### config.mk
export PLATFORM = sky130hd
export DESIGN_NAME = calc2_port_driver_flat
export DESIGN_NICKNAME = d
export VERILOG_FILES = /design/src/rtl/calc2_pkg.sv /design/src/rtl/calc2_port_driver_if.sv /design/src/rtl/calc2_tag_alloc.sv /design/src/rtl/calc2_port_driver.sv /design/src/flat_wrapper.sv
export SDC_FILE = /design/constraint.sdc
export NUM_CORES = 1
export LEC_CHECK = 0
export ABC_AREA = 1
export CORE_MARGIN = 3
export CORE_UTILIZATION = 59
export CTS_BUF_LIST = sky130_fd_sc_hd__clkbuf_4
export CTS_CLUSTER_SIZE = 20
export DETAILED_ROUTE_END_ITERATION = 7
export DONT_BUFFER_PORTS = 1
export PLACE_DENSITY = 0.78
export SLEW_MARGIN = 40
export SYNTH_ARGS = -nofsm -noshare
export SYNTH_HDL_FRONTEND = slang
export SYNTH_SLANG_ARGS = --single-unit
### constraint.sdc
create_clock -name ifClk -period 2.4 [get_ports ifClk]
set_clock_uncertainty 0.1 [all_clocks]
set_input_delay 0.36 -clock ifClk [delete_from_list [all_inputs] [get_ports ifClk]]
set_output_delay 0.36 -clock ifClk [all_outputs]
set_load 0.01 [all_outputs]
### src/rtl/calc2_pkg.sv
// Shared types and widths for the calc2 port driver slice.
// Optional watchdog is enabled with the CALC2_DRV_TIMEOUT_EN macro (see calc2_port_driver).
package calc2_pkg;

    localparam int CMD_W    = 4;
    localparam int DATA_W   = 32;
    localparam int TAG_W    = 2;
    localparam int NUM_TAGS = 1 << TAG_W;

    // calc2 command codes; the driver forwards any 4-bit code unchecked.
    typedef enum logic [CMD_W-1:0] {
        NOP = 4'd0,
        ADD = 4'd1,
        SUB = 4'd2,
        SHL = 4'd5,
        SHR = 4'd6
    } cmd_e;

    // calc2 response codes; NONE means no response this cycle.
    typedef enum logic [1:0] {
        NONE = 2'b00,
        OK   = 2'b01,
        ERR  = 2'b10
    } resp_e;

    // Request serialiser state: OP1 carries cmd+op1, OP2 carries op2.
    typedef enum logic [1:0] {
        ST_IDLE = 2'd0,
        ST_OP1  = 2'd1,
        ST_OP2  = 2'd2
    } drv_state_e;

    // Number of set bits in a tag vector.
    function automatic logic [TAG_W:0] tag_popcount(input logic [NUM_TAGS-1:0] vec);
        logic [TAG_W:0] cnt;
        cnt = '0;
        for (int i = 0; i < NUM_TAGS; i++) begin
            cnt = cnt + {{TAG_W{1'b0}}, vec[i]};
        end
        return cnt;
    endfunction

endpackage

### src/rtl/calc2_port_driver_if.sv
// Bus bundle between an upstream requester, the calc2 port driver and one calc2 port.
// master: the environment side (requester + calc2 response path); slave: the driver.
interface calc2_port_driver_if;
    import calc2_pkg::*;

    // Upstream operation handshake
    logic              req_valid;
    logic              req_ready;
    logic [CMD_W-1:0]  req_cmd;
    logic [DATA_W-1:0] req_op1;
    logic [DATA_W-1:0] req_op2;

    // Two-cycle request toward calc2
    logic [CMD_W-1:0]  ifReq_cmd_out;
    logic [DATA_W-1:0] ifReq_data_out;
    logic [TAG_W-1:0]  ifReq_tag_out;

    // Response from calc2
    logic [1:0]        ifResp_in;
    logic [DATA_W-1:0] ifData_in;
    logic [TAG_W-1:0]  ifTag_in;

    // Completion stream and status
    logic              cpl_valid;
    logic [1:0]        cpl_resp;
    logic [DATA_W-1:0] cpl_data;
    logic [TAG_W-1:0]  cpl_tag;
    logic [CMD_W-1:0]  cpl_cmd;
    logic              cpl_timeout;
    logic [TAG_W:0]    outstanding;
    logic              spurious_err;

    modport master (
        output req_valid, req_cmd, req_op1, req_op2,
        output ifResp_in, ifData_in, ifTag_in,
        input  req_ready,
        input  ifReq_cmd_out, ifReq_data_out, ifReq_tag_out,
        input  cpl_valid, cpl_resp, cpl_data, cpl_tag, cpl_cmd, cpl_timeout,
        input  outstanding, spurious_err
    );

    modport slave (
        input  req_valid, req_cmd, req_op1, req_op2,
        input  ifResp_in, ifData_in, ifTag_in,
        output req_ready,
        output ifReq_cmd_out, ifReq_data_out, ifReq_tag_out,
        output cpl_valid, cpl_resp, cpl_data, cpl_tag, cpl_cmd, cpl_timeout,
        output outstanding, spurious_err
    );

endinterface

### src/rtl/calc2_tag_alloc.sv
// Tag allocator: busy vector, lowest-index free tag, set/clear ports and busy count.
// Only tags 0..MAX_OUTSTANDING-1 are ever offered.
module calc2_tag_alloc
    import calc2_pkg::*;
#(
    parameter int MAX_OUTSTANDING = 4
) (
    input  logic                clk,
    input  logic                rst,
    input  logic                set_en,
    input  logic [TAG_W-1:0]    set_tag,
    input  logic                clr_en,
    input  logic [TAG_W-1:0]    clr_tag,
    output logic [NUM_TAGS-1:0] busy,
    output logic                free_avail,
    output logic [TAG_W-1:0]    free_tag,
    output logic [TAG_W:0]      count
);

    localparam logic [NUM_TAGS-1:0] USABLE = NUM_TAGS'((1 << MAX_OUTSTANDING) - 1);

    // Busy vector: set on allocation, cleared on completion. Set and clear never
    // target the same tag because only a free tag can be allocated.
    always_ff @(posedge clk) begin
        // NOTE: sequential state uses non-blocking assignments so every register
        // samples the pre-edge values, whatever the statement order.
        if (rst) begin
            busy <= '0;
        end else begin
            if (clr_en) busy[clr_tag] <= 1'b0;
            if (set_en) busy[set_tag] <= 1'b1;
        end
    end

    // Priority encoder: scan downward so the lowest usable free tag wins.
    always_comb begin
        // NOTE: every output gets a default first, so no path leaves it unassigned
        // and no latch is inferred.
        free_avail = 1'b0;
        free_tag   = '0;
        for (int i = NUM_TAGS - 1; i >= 0; i--) begin
            if (USABLE[i] && !busy[i]) begin
                free_avail = 1'b1;
                free_tag   = TAG_W'(i);
            end
        end
    end

    assign count = tag_popcount(busy);

endmodule

### src/rtl/calc2_port_driver.sv
// calc2 port driver: accepts whole operations, allocates a tag, serialises them onto
// the two-cycle calc2 request protocol and matches responses back into completions.
// Optional: define CALC2_DRV_TIMEOUT_EN to add a per-tag watchdog of TIMEOUT_CYCLES.
module calc2_port_driver
    import calc2_pkg::*;
#(
    parameter int MAX_OUTSTANDING = 4,
    parameter int TIMEOUT_CYCLES  = 1024
) (
    input logic                 ifClk,
    input logic                 ifRst,
    calc2_port_driver_if.slave  bus
);

    localparam logic [TAG_W:0] MAX_OUT = (TAG_W + 1)'(MAX_OUTSTANDING);

    drv_state_e        state;
    logic [CMD_W-1:0]  req_cmd_q;
    logic [DATA_W-1:0] req_data_q;
    logic [TAG_W-1:0]  req_tag_q;
    logic [DATA_W-1:0] op2_q;

    logic [CMD_W-1:0]  cmd_tbl [NUM_TAGS];

    logic [NUM_TAGS-1:0] busy;
    logic                free_avail;
    logic [TAG_W-1:0]    free_tag;
    logic [TAG_W:0]      count;

    logic ready;
    logic accept;
    logic resp_hit;
    logic resp_spur;
    logic to_fire;
    logic [TAG_W-1:0] to_tag;
    logic clr_en;
    logic [TAG_W-1:0] clr_tag;

    logic              cpl_valid_q;
    logic [1:0]        cpl_resp_q;
    logic [DATA_W-1:0] cpl_data_q;
    logic [TAG_W-1:0]  cpl_tag_q;
    logic [CMD_W-1:0]  cpl_cmd_q;
    logic              cpl_timeout_q;
    logic              spurious_q;

    // Handshake: no accept while OP1 is on the bus; held low during reset.
    assign ready     = !ifRst && (state != ST_OP1) && free_avail && (count < MAX_OUT);
    assign accept    = bus.req_valid && ready;
    assign resp_hit  = (bus.ifResp_in != NONE) &&  busy[bus.ifTag_in];
    assign resp_spur = (bus.ifResp_in != NONE) && !busy[bus.ifTag_in];

    // A real response frees its tag; otherwise the watchdog may free one.
    assign clr_en  = resp_hit || to_fire;
    assign clr_tag = resp_hit ? bus.ifTag_in : to_tag;

    calc2_tag_alloc #(
        .MAX_OUTSTANDING(MAX_OUTSTANDING)
    ) u_tag_alloc (
        .clk       (ifClk),
        .rst       (ifRst),
        .set_en    (accept),
        .set_tag   (free_tag),
        .clr_en    (clr_en),
        .clr_tag   (clr_tag),
        .busy      (busy),
        .free_avail(free_avail),
        .free_tag  (free_tag),
        .count     (count)
    );

    // Request serialiser: OP1 (cmd, op1, tag) then OP2 (0, op2, tag); an accept in
    // OP2 chains straight into the next OP1.
    always_ff @(posedge ifClk) begin
        if (ifRst) begin
            state      <= ST_IDLE;
            req_cmd_q  <= '0;
            req_data_q <= '0;
            req_tag_q  <= '0;
            op2_q      <= '0;
        end else begin
            case (state)
                ST_IDLE, ST_OP2: begin
                    if (accept) begin
                        state      <= ST_OP1;
                        req_cmd_q  <= bus.req_cmd;
                        req_data_q <= bus.req_op1;
                        req_tag_q  <= free_tag;
                        op2_q      <= bus.req_op2;
                    end else begin
                        state      <= ST_IDLE;
                        req_cmd_q  <= '0;
                        req_data_q <= '0;
                        req_tag_q  <= '0;
                    end
                end
                ST_OP1: begin
                    state      <= ST_OP2;
                    req_cmd_q  <= '0;
                    req_data_q <= op2_q;
                end
                default: begin
                    state      <= ST_IDLE;
                    req_cmd_q  <= '0;
                    req_data_q <= '0;
                    req_tag_q  <= '0;
                end
            endcase
        end
    end

    // Command table: remembers which command was issued under each tag.
    always_ff @(posedge ifClk) begin
        // NOTE: this small table is reset on purpose so a stale command can never
        // appear on cpl_cmd after reset; larger storage would normally be left unreset.
        if (ifRst) begin
            for (int i = 0; i < NUM_TAGS; i++) cmd_tbl[i] <= '0;
        end else if (accept) begin
            cmd_tbl[free_tag] <= bus.req_cmd;
        end
    end

`ifdef CALC2_DRV_TIMEOUT_EN
    localparam int AGE_W = $clog2(TIMEOUT_CYCLES) + 1;
    localparam logic [AGE_W-1:0] AGE_LIMIT = AGE_W'(TIMEOUT_CYCLES - 1);

    logic [AGE_W-1:0] age [NUM_TAGS];

    // Age counters: cleared at accept, saturating at AGE_LIMIT. A tag whose age
    // has reached AGE_LIMIT times out at the next edge, i.e. TIMEOUT_CYCLES edges
    // after its accept edge.
    always_ff @(posedge ifClk) begin
        if (ifRst) begin
            for (int i = 0; i < NUM_TAGS; i++) age[i] <= '0;
        end else begin
            for (int i = 0; i < NUM_TAGS; i++) begin
                if (accept && (free_tag == TAG_W'(i))) begin
                    age[i] <= '0;
                end else if (age[i] < AGE_LIMIT) begin
                    age[i] <= age[i] + 1'b1;
                end
            end
        end
    end

    // Timeout select: lowest expired busy tag, deferred while a real response completes.
    always_comb begin
        to_fire = 1'b0;
        to_tag  = '0;
        if (!resp_hit) begin
            for (int i = NUM_TAGS - 1; i >= 0; i--) begin
                if (busy[i] && (age[i] == AGE_LIMIT)) begin
                    to_fire = 1'b1;
                    to_tag  = TAG_W'(i);
                end
            end
        end
    end
`else
    assign to_fire = 1'b0;
    assign to_tag  = '0;

    // Without the watchdog the timeout length is irrelevant; tags wait forever.
    if (TIMEOUT_CYCLES < 1) begin : g_timeout_unused
    end
`endif

    // Completion register: one-cycle pulse per response or timeout; sticky spurious flag.
    always_ff @(posedge ifClk) begin
        if (ifRst) begin
            cpl_valid_q   <= 1'b0;
            cpl_resp_q    <= '0;
            cpl_data_q    <= '0;
            cpl_tag_q     <= '0;
            cpl_cmd_q     <= '0;
            cpl_timeout_q <= 1'b0;
            spurious_q    <= 1'b0;
        end else begin
            cpl_valid_q <= resp_hit || to_fire;
            if (resp_hit) begin
                cpl_resp_q    <= bus.ifResp_in;
                cpl_data_q    <= bus.ifData_in;
                cpl_tag_q     <= bus.ifTag_in;
                cpl_cmd_q     <= cmd_tbl[bus.ifTag_in];
                cpl_timeout_q <= 1'b0;
            end else if (to_fire) begin
                cpl_resp_q    <= NONE;
                cpl_data_q    <= '0;
                cpl_tag_q     <= to_tag;
                cpl_cmd_q     <= cmd_tbl[to_tag];
                cpl_timeout_q <= 1'b1;
            end else begin
                cpl_timeout_q <= 1'b0;
            end
            if (resp_spur) spurious_q <= 1'b1;
        end
    end

    assign bus.req_ready      = ready;
    assign bus.ifReq_cmd_out  = req_cmd_q;
    assign bus.ifReq_data_out = req_data_q;
    assign bus.ifReq_tag_out  = req_tag_q;
    assign bus.cpl_valid      = cpl_valid_q;
    assign bus.cpl_resp       = cpl_resp_q;
    assign bus.cpl_data       = cpl_data_q;
    assign bus.cpl_tag        = cpl_tag_q;
    assign bus.cpl_cmd        = cpl_cmd_q;
    assign bus.cpl_timeout    = cpl_timeout_q;
    assign bus.outstanding    = count;
    assign bus.spurious_err   = spurious_q;

endmodule

### src/flat_wrapper.sv
// flat-port wrapper written by rule: the top's interface ports become plain ports
module calc2_port_driver_flat import calc2_pkg::*;
#(
    parameter int MAX_OUTSTANDING = 4,
    parameter int TIMEOUT_CYCLES  = 1024
)
  (ifClk, ifRst, bus_req_valid, bus_req_cmd, bus_req_op1, bus_req_op2, bus_ifResp_in, bus_ifData_in, bus_ifTag_in, bus_req_ready, bus_ifReq_cmd_out, bus_ifReq_data_out, bus_ifReq_tag_out, bus_cpl_valid, bus_cpl_resp, bus_cpl_data, bus_cpl_tag, bus_cpl_cmd, bus_cpl_timeout, bus_outstanding, bus_spurious_err);
  calc2_port_driver_if bus_i ();
  input logic ifClk;
  input logic ifRst;
  input wire logic [$bits(bus_i.req_valid)-1:0] bus_req_valid;
  input wire logic [$bits(bus_i.req_cmd)-1:0] bus_req_cmd;
  input wire logic [$bits(bus_i.req_op1)-1:0] bus_req_op1;
  input wire logic [$bits(bus_i.req_op2)-1:0] bus_req_op2;
  input wire logic [$bits(bus_i.ifResp_in)-1:0] bus_ifResp_in;
  input wire logic [$bits(bus_i.ifData_in)-1:0] bus_ifData_in;
  input wire logic [$bits(bus_i.ifTag_in)-1:0] bus_ifTag_in;
  output wire logic [$bits(bus_i.req_ready)-1:0] bus_req_ready;
  output wire logic [$bits(bus_i.ifReq_cmd_out)-1:0] bus_ifReq_cmd_out;
  output wire logic [$bits(bus_i.ifReq_data_out)-1:0] bus_ifReq_data_out;
  output wire logic [$bits(bus_i.ifReq_tag_out)-1:0] bus_ifReq_tag_out;
  output wire logic [$bits(bus_i.cpl_valid)-1:0] bus_cpl_valid;
  output wire logic [$bits(bus_i.cpl_resp)-1:0] bus_cpl_resp;
  output wire logic [$bits(bus_i.cpl_data)-1:0] bus_cpl_data;
  output wire logic [$bits(bus_i.cpl_tag)-1:0] bus_cpl_tag;
  output wire logic [$bits(bus_i.cpl_cmd)-1:0] bus_cpl_cmd;
  output wire logic [$bits(bus_i.cpl_timeout)-1:0] bus_cpl_timeout;
  output wire logic [$bits(bus_i.outstanding)-1:0] bus_outstanding;
  output wire logic [$bits(bus_i.spurious_err)-1:0] bus_spurious_err;
  assign bus_i.req_valid = bus_req_valid;
  assign bus_i.req_cmd = bus_req_cmd;
  assign bus_i.req_op1 = bus_req_op1;
  assign bus_i.req_op2 = bus_req_op2;
  assign bus_i.ifResp_in = bus_ifResp_in;
  assign bus_i.ifData_in = bus_ifData_in;
  assign bus_i.ifTag_in = bus_ifTag_in;
  assign bus_req_ready = bus_i.req_ready;
  assign bus_ifReq_cmd_out = bus_i.ifReq_cmd_out;
  assign bus_ifReq_data_out = bus_i.ifReq_data_out;
  assign bus_ifReq_tag_out = bus_i.ifReq_tag_out;
  assign bus_cpl_valid = bus_i.cpl_valid;
  assign bus_cpl_resp = bus_i.cpl_resp;
  assign bus_cpl_data = bus_i.cpl_data;
  assign bus_cpl_tag = bus_i.cpl_tag;
  assign bus_cpl_cmd = bus_i.cpl_cmd;
  assign bus_cpl_timeout = bus_i.cpl_timeout;
  assign bus_outstanding = bus_i.outstanding;
  assign bus_spurious_err = bus_i.spurious_err;
  calc2_port_driver #(.MAX_OUTSTANDING(MAX_OUTSTANDING), .TIMEOUT_CYCLES(TIMEOUT_CYCLES)) u_core (.ifClk(ifClk), .ifRst(ifRst), .bus(bus_i));
endmodule
---- Word-level counts from Yosys, hierarchy flattened ----
Memory sizes are Yosys's and may differ from the RTL's. A register that Yosys moved wholly into a read port is not among the register bits.
Cells that the tools add are included.
W data, S select, Z words.
storage, ports and cells
  flip-flop bits (word level) ............. 114
  input bits .............................. 107
  memories ................................ 1
  bits in writable memories ............... 16
memory list
  memory          words  bits a word  read ports  clocked after memory_dff  write ports  line                     RTL
  u_core.cmd_tbl  4      4            1           1                         4            calc2_port_driver.sv:23  logic [CMD_W-1:0] cmd_tbl [NUM_TAGS];
operators by class
  magnitude comparators ................... 6
  multiplexer cells ....................... 32
  add/sub/neg operators ................... 3
  equality and inequality tests ........... 3
  bitwise operators ....................... 5
  reductions and logical operators ........ 16
operator list
  operator              count
  $pmux W32 S2          1
  $mux W32              1
  $mux W4               4
  $mux W1               14
  $mux W2               7
  $lt A2 B3 Y1 const B  3
  $logic_and A1 B1 Y1   8
  $pmux W2 S2           2
  $and A4 B4 Y4         1
  $demux W1 S2          2
  $ge A2 B1 Y1 const B  2
  $not A4 Y4            1
  $or A4 B4 Y4          1
  $reduce_or A4 Y1      1
  $add A2 B1 Y3         1
  $add A3 B1 Y3         1
  $lt A3 B3 Y1 const B  1
  $reduce_or A3 Y1      1
  $add A1 B1 Y2         1
  $bmux W1 S2           1
  $eq A2 B1 Y1 const B  1
  $eq A2 B2 Y1 const B  1
  $logic_not A1 Y1      2
  $logic_not A2 Y1      1
  other kinds (5)       6

---- Depth between registers and ports, before layout ----
Gate-level depths: netlist of run 1.
  depth in word-level cells ............... 14
  depth in mapped cells ................... 13
  mapped depth without buffers ............ 12

---- Modules after synthesis ----
From an unflattened synthesis of run 1, not the netlist that was laid out.
second synthesis, totals
  cells, all modules ...................... 820
  area, all modules ....................... 5789.3 um^2
modules (own cells, without submodules)
  module             area an instance (um^2)  cells an instance  instances  seq. area each (um^2)
  calc2_port_driver  5536.6                   784                1          2762.6
  calc2_tag_alloc    252.7                    36                 1          80.1

---- Worst setup path after synthesis of run 1 ----
Ideal clock, no wire load.
  path kind ............................... register -> register
  from .................................... register u_core.u_tag_alloc.busy[0]
  to ...................................... memory u_core.cmd_tbl[2][0] (enable)
  path buffers ............................ 0
  data arrival time ....................... 2.140 ns
  stages on the path, launching flop included .. 13
  setup slack ............................. -0.148 ns
  cells stage by stage .................... dfxtp_1 > inv_1 > fa_1 > inv_1 > ha_1 > ha_1 > nor2_2 > nand2_2 > nor2_8 > nand2_1 > inv_2 > nand3_1 > nand2_1
RTL lines
  element                           line                     RTL
  start: declaration                calc2_tag_alloc.sv:14    output logic [NUM_TAGS-1:0] busy,
  start signal: assignment          calc2_tag_alloc.sv:28    busy <= '0;
  start signal: indexed assignment  calc2_tag_alloc.sv:30    if (clr_en) busy[clr_tag] <= 1'b0;
  start signal: indexed assignment  calc2_tag_alloc.sv:31    if (set_en) busy[set_tag] <= 1'b1;
  end: declaration                  calc2_port_driver.sv:23

---- Final worst setup path of run 1 ----
  from .................................... register u_core.u_tag_alloc.busy[1]
  to ...................................... output port bus_req_ready
on the way
  word-level cells in the longest chain between the ends .. 5
  elaborated cells on any way between the ends .. 8
RTL lines
  element                line                     RTL
  $add A1 B1 Y2          calc2_pkg.sv:38          cnt = cnt + {{TAG_W{1'b0}}, vec[i]};
  $add A2 B1 Y3          calc2_pkg.sv:38
  $add A3 B1 Y3          calc2_pkg.sv:38
  $lt A3 B3 Y1           calc2_port_driver.sv:48  assign ready = !ifRst && (state != ST_OP1) && free_avail && (count < MAX_OUT);
  $logic_and A1 B1 Y1 *  calc2_port_driver.sv:48
  end: declaration       flat_wrapper.sv:18       output wire logic [$bits(bus_i.req_ready)-1:0] bus_req_ready;
Mark *: on every way between the ends. The rest lies on a longest branch, timed or not.

==> summary.md, run 1 <==
| Metric | Value |
|---|---|
| Area delta synth->final | `36.6%` |
| Most common cell in the synthesized netlist | `nand2_1` |
| CTS tree | `built` |
| Hold WS | `-187 ps` |
| Boundary Pins | `~190` |
| Fin crit period | `around 2700 ps` |
| Critical Path Source Type | `flip-flop` |
| Top FF cell, synth | `dfxtp_1` |
| Final Cell Area | `between 7000 and 8000 um2` |
| Clk_lat worst skew | `around 490 ps` |
| DR vias/cell | `5.73` |
| Cell taking the most area after synthesis | `dfxtp_1` |
| Setup violators final | `slightly above 100` |
| PortBufs | `0` |
| Clk sink count | `~130` |
| Initial Utilization | `between 60% and 70%` |
| Power per cell area | `roughly 700 nW/um2` |
| Final net count | `between 800 and 900` |
| Largest net degree at the start of global routing | `78` |
| Initial DRC count | `approximately 360` |
| Vias in the first global route | `between 4,000 and 5,000` |
| WL/cell | `approximately 19 um` |
| Post-synthesis cell type count | `26` |
| Max VDD drop | `0.000600 V` |
| EDFF count, synth | `16` |
| ANT cells | `0` |
| Synth top area share | `a little under half` |
| Mean Syn Cell Area | `between 7 and 8 um2` |
| Dpl ws | `-61.8 ps` |
| Net Sw Frac | `27.4%` |
| Seq pwr share | `51.5%` |
| Combinational power share | `14.8%` |
| Clk buf depth | `2` |
| Proportion of layout cells with a drive suffix above 1 | `17.4%` |
| H-tree depth | `4` |
| Clock power frac | `between 30% and 40%` |
| Slack of the critical path | `-319 ps` |
| Gpl congestion | `between 0.7 and 0.8` |
| Setup TNS | `-18,930 ps` |
| Pre-antenna DRT Iters | `4` |
| WS Path Type | `flip-flop to output pin` |
| Syn nets | `between 700 and 800` |
| Reg clk slew, reported paths | `120 ps` |
| Cells after synthesis | `between 600 and 700` |
| Filler cell count | `471` |
| Cell Rows | `33` |
| CTS root buffer | `clkbuf_4` |
| Crit. End Element | `output pin` |
| Max Freq | `368 MHz` |
| Ys async rst share | `0%` |
| Register area share after synthesis | `a little over half` |
| Crit share post-route | `113%` |
| Leakage Power | `~3.1 nW` |
| First-pass GRT wire length | `22.5 mm` |
| Worst EP arrival | `2260 ps` |
| Final max-slew violation count | `0` |
| HP Class | `input pin to flip-flop` |
| DRC viols | `0` |
| Psw | `roughly 1.3 mW` |
| Failing checks | `negative hold slack, negative setup slack` |
| RSZ-0062 raised after global routing | `true` |
| Synth area leaders | `dfxtp_1 (45%), nand2_1 (9.7%), edfxtp_1 (9.2%)` |
| Final WL | `between 15 and 20 mm` |
| Synth top cells by count | `nand2_1 (136), dfxtp_1 (118), nor2_1 (103), inv_1 (84), a21oi_1 (72)` |
| Die area | `~10,000 um2` |
| Yosys warnings | `0` |
| CTS buffer count | `17` |
| CP Data Required Time | `1940 ps` |
| ANT nets after route | `0` |
| Final Util | `between 80% and 90%` |
| Internal | `3.58 mW` |
| Core area | `8420 um2` |
| Initial antenna violation count | `0` |
| Placed cell area | `5390 um2` |
| Cell area after synthesis | `between 5000 and 6000 um2` |
| CP Max Fanout | `8` |
| Detail Placement HPWL | `between 8 and 9 mm` |
| Die Y | `100 um` |
| Max-cap viol count | `0` |
| Final hold vios | `33` |
| Total gr overflow | `0` |
| Post-synthesis register bit count | `between 100 and 150` |
| Global Route Usage Sum | `approximately 28%` |
| Die width | `approximately 100 um` |
| Vias after detailed routing | `5,143` |
| Outcome | `finished, violations left` |
==> cell type report <==
cell class / count / area, um2 / area share, %
repair buffers: 125 / 1430 / 19.9
well taps: 105 / 131 / 1.84
inverters: 90 / 340 / 4.75
flip-flops and latches: 134 / 2850 / 39.7
multi-input cells: 413 / 2100 / 29.3
clock buffers: 18 / 135 / 1.89
clock inverters: 13 / 181 / 2.53
==> cell usage in the layout (no fill, tap or decap), drive strengths merged <==
cell type	count
buf	37
ha	2
bufinv	4
edfxtp	16
nand3	10
nand2	137
bufbuf	1
nor2	106
clkinv	9
dlygate4sd3	80
dfxtp	118
nand4	34
clkbuf	25
fa	1
or2	1
o21bai	1
o22ai	4
inv	90
conb	1
a21oi	72
o21ai	44
==> flip-flops by register name, summed over array words and instances (netlist names) <==
name	cells
u_core.bus.ifReq_cmd_out	4
u_core.bus.cpl_cmd	4
u_core.bus.cpl_valid	1
u_core.bus.cpl_resp	2
u_core.state	2
u_core.bus.ifReq_data_out	32
u_core.cmd_tbl	16
u_core.u_tag_alloc.busy	4
u_core.bus.ifReq_tag_out	2
u_core.bus.cpl_tag	2
u_core.bus.spurious_err	1
u_core.bus.cpl_data	32
u_core.op2_q	32
==> per-layer routing <==
metal / wire length, um / track usage (%) / vias to the layer above / part of all wire, %
met5: 0 / 0 / - / 0
met4: 634 / 13.3 / 0 / 3.7
met3: 1700 / 8.13 / 69 / 10
met2: 8540 / 49.7 / 321 / 50
met1: 6090 / 31.4 / 2385 / 36
li1: - / - / 2368 / -
==> through the flow <==
stage                     std cells  total power [mW]
after floorplan                 678              2.91
after global placement          758              2.97
after detailed placement        758              3.00
after CTS                       875              4.76
after global routing            898              5.12
final                           898              4.93
==> cells by family (layout without fill, tap and decap cells) <==
group                      Yosys count  in the layout  share of synthesized area, %
adders and majority gates            3              3                         0.860
DFF                                134            134                          54.3
and+or+nand+nor                    286            288                          23.1
buffers and inverters              133            246                          10.0
other                                1              1                        0.0716
AOI/OAI and AO/OA                  121            121                          11.7
==> power by group through the flow <==
stage	registers, mW	logic, mW	clock network [mW]
6_report	2.54	0.731	1.66
3_3_place_gp	2.58	0.393	0
5_1_grt	2.55	0.793	1.78
3_5_place_dp	2.58	0.416	0
2_1_floorplan	2.56	0.354	0
4_1_cts	2.53	0.574	1.65
==> timing repair <==
item,4_1_cts,5_1_grt
resized for setup,9,56
setup buffers,6,6
pin swaps,4,8
setup endpoints to repair,37,108
hold buffers,79,2
cloned,2,15
hold endpoints to repair,120,35
==> worst paths after layout <==
kind / start / endpoint / slack (ps) / cells after the start
max: u_core.u_tag_alloc.busy[1] / bus_req_ready / -320 / 9
min: ifRst / u_core.bus.ifReq_data_out[23] / -190 / 1
max reg2reg: u_core.u_tag_alloc.busy[1] / u_core.op2_q[8] / -300 / 15
min reg2reg: u_core.op2_q[10] / u_core.bus.ifReq_data_out[10] / 360 / 2
==> worst max-delay path: stages (launching register included) <==
cell and delay, ps:
dfxtp_2 350, inv_2 50, fa_1 550, inv_1 60
ha_2 180, ha_4 170, nor2_4 100, nand2_4 70
nor2_8 100, buf_12 130
(Power assumes the default switching activity.)
==> inputs of run 2 (changes only) <==
- SLEW_MARGIN: 40 -> not set
==> results of run 2 <==
Final layout, timing and power as in run 1 (identical DEF).
==> RTL change (config.mk and constraints of run 1) <==
Change the package constant `TAG_W` from 2 to 3.
--- a/src/rtl/calc2_pkg.sv
+++ b/src/rtl/calc2_pkg.sv
@@ -6,3 +6,3 @@
     localparam int DATA_W   = 32;
-    localparam int TAG_W    = 2;
+    localparam int TAG_W    = 3;
     localparam int NUM_TAGS = 1 << TAG_W;
Interface: changed (resized bus_cpl_tag, bus_ifReq_tag_out, bus_ifTag_in and bus_outstanding); port bits go from 192 to 196. No check against the original RTL was run, so the function may have changed too.
==> RTL change against run 1 <==
  * The run ends with negative setup slack left
  * Non-clock buffer count increased by 29
  * Worst setup slack got worse by 1.6 ns
  * Register-to-register slack got worse by 1.6 ns
  * Die area decreased by 0.47%
  * Sequential cell count increased by 5
  * Area after synthesis decreased by 0.50%
  * Combinational power increased by 19%
  * Critical path type is now register to register
  * Routed wire length increased by 37%
  * Total power increased by 6.5%
  * Largest power group unchanged
  * Hold slack improved by 0.20 ns
  * Cell area increased by 11%
==> RTL change: results (changes against run 1) <==
Status
  • Status: complete, but fails checks
  • Failing checks: negative setup slack

GRT
  • Largest net degree at the start of global routing: 77 (-1.3%)
  • First-pass GRT wire length: 30000 µm (+33%)
  • M2 GR Usage: 68.80% (+19 points)
  • Global Route met3 Usage: 12.44% (+4.3 points)
  • Number of global-route vias before repair: 5491 (+17%)
  • Gr usage total: 39.40% (+11 points)
  • Antenna violations before repair: 0 (unchanged)
  • M1 GR Usage: 42.42% (+11 points)

Clock network
  • Clock Latency Late Sink: 0.55 ns (+0.06 ns)
  • Worst-path clk slew: 0.13 ns
  • Cts bufs inserted: 17 (unchanged)
  • # H-tree levels: 4 (unchanged)
  • Max clock buf depth: 2 (unchanged)

Placement
  • Post-DP HPWL: 8454 µm (-0.32%)
  • Worst slack, placed: -1.314 ns (-1.252 ns)
  • Area after DPL: 5458 µm² (+1.2%)
  • Placed insts: 701 (-7.5%)
  • Port buffer count: 0 (unchanged)
  • Final GP Congestion: 0.8546 (+10%)

Power
  • P_leak: 3.071 nW (-0.12%)
  • Max IR drop VDD: 0.7504 mV (+25%)

Cells and area
  • Fillers: 211 (-55%)
  • Diodes inserted: 0 (unchanged)
  • Nets: 860 (-3.5%)
  • Share of layout cells above drive strength 1: 29.68% (+12 points)

STA
  • Max-slew headroom: 51.03%
  • Final setup violation count: 113 (+9.7%)
  • Setup ws final: -1.891 ns (-1.573 ns)

Route
  • Vias/cell: 6.613 (+15%)
  • DR iter-0 viols: 720 (+98%)
  • Drt pass-1 iters: 7 (+3)
  • Avg WL per Cell: 26.95 µm (+43%)
  • Via count: 5707 (+11%)

Min path
  • Min-Delay Path Class: input port to register

Critical path
  • Slowest cell on crit path: fa_1
  • Worst EP arrival: 4.65 ns (+2.39 ns)
  • Crit path largest cell delay: 0.57 ns (+0.02 ns)
  • CP Max Fanout: 6 (-2)

Yosys
  • Post-synth EDFFs: 16 (unchanged)
  • Top cells by area, synth: dfxtp_1, nor2_1, edfxtp_1
  • Seq/Total Area, Yosys: 56.46% (+2.2 points)
  • Synth unique cells: 28 (+7.7%)
  • Synth top cells by count: nor2_1, dfxtp_1, nand2_1
  • Syn_area_per_cell: 8.517 µm² (+10%)
RTL change: cell types whose count changed in the layout (fill, tap and decap cells not counted), moves of 9 or more:
cell	delta
a21oi_1	-28
a22oi_2	+31
buf_16	+10
dlygate4sd3_1	+25
inv_1	-62
nand2_1	-25
nand3_1	+13
nand4_1	-30
nor2_2	+9
nor2_4	+25
o21ai_0	-30
o21ai_2	+23
RTL change: power by group:
group	switching, mW	internal (mW)
registers	0.139	2.48
logic	0.482	0.389
clock network	1.00	0.756
RTL change: kinds of logic (layout without fill, tap and decap cells):
kind of cell               after synthesis  count (layout)  share of synthesized area (%)
and+or+nand+nor                        271             271                          20.74
AOI/OAI and AO/OA                      125             125                          13.63
adders and majority gates                7               7                          2.256
xor gates and xnor gates                 1               1                         0.1681
other                                    1               2                        0.07194
buffers and inverters                   68             213                          6.673
DFF                                    139             139                          56.46
RTL change: final cells by class:
type	instances	area [µm²]	area share [%]
inverters	27	113.9	1.439
multi-input cells	406	2609	32.97
flip-flops and latches	139	2944	37.21
clock inverters	13	165.2	2.088
well taps	105	131.4	1.661
repair buffers	154	1805	22.82
clock buffers	19	142.6	1.803
RTL change: worst register-to-register path: cells and delay by family (launching register included):
| family | cells | cell delay (ns) |
|---|---|---|
| DFF | 1 | 0.36 |
| AOI/OAI and AO/OA | 1 | 0.08 |
| buffers and inverters | 6 | 0.62 |
| and+or+nand+nor | 5 | 0.79 |
| adders and majority gates | 5 | 2.10 |
| xor gates and xnor gates | 1 | 0.18 |
RTL change: through the flow:
stage,TNS (ns),power (mW)
after global placement,-129.21,2.987
final,-189.95,5.247
after global routing,-191.26,5.329
after CTS,-158.79,4.927
after floorplan,-125.79,2.941
after detailed placement,-135.89,3.008
RTL change: worst paths after layout:
check / from / cells past startpoint / slack (ns) / endpoint
worst max-delay path: u_core.u_tag_alloc.busy[0] / 18 / -1.89 / u_core.bus.ifReq_data_out[28]
worst min-delay path: bus_ifTag_in[0] / 2 / 0.01 / u_core.u_tag_alloc.busy[4]
worst max register to register: u_core.u_tag_alloc.busy[0] / 18 / -1.89 / u_core.bus.ifReq_data_out[28]
worst min register to register: u_core.u_tag_alloc.busy[4] / 2 / 0.38 / u_core.u_tag_alloc.busy[4]
RTL change: routing by layer:
| layer | up-vias | part of all wire [%] |
|---|---|---|
| met5 | - | 0 |
| met2 | 665 | 46 |
| met3 | 194 | 14 |
| li1 | 2272 | - |
| met1 | 2576 | 31 |
| met4 | 0 | 8.4 |
RTL change: repair_timing:
action,CTS,global route
pin swaps,9,20
hold endpoints to repair,118,0
resized for setup,112,96
buffers inserted,10,5
endpoints found under the setup margin,112,112
hold buffers,106,0
cloned,11,1
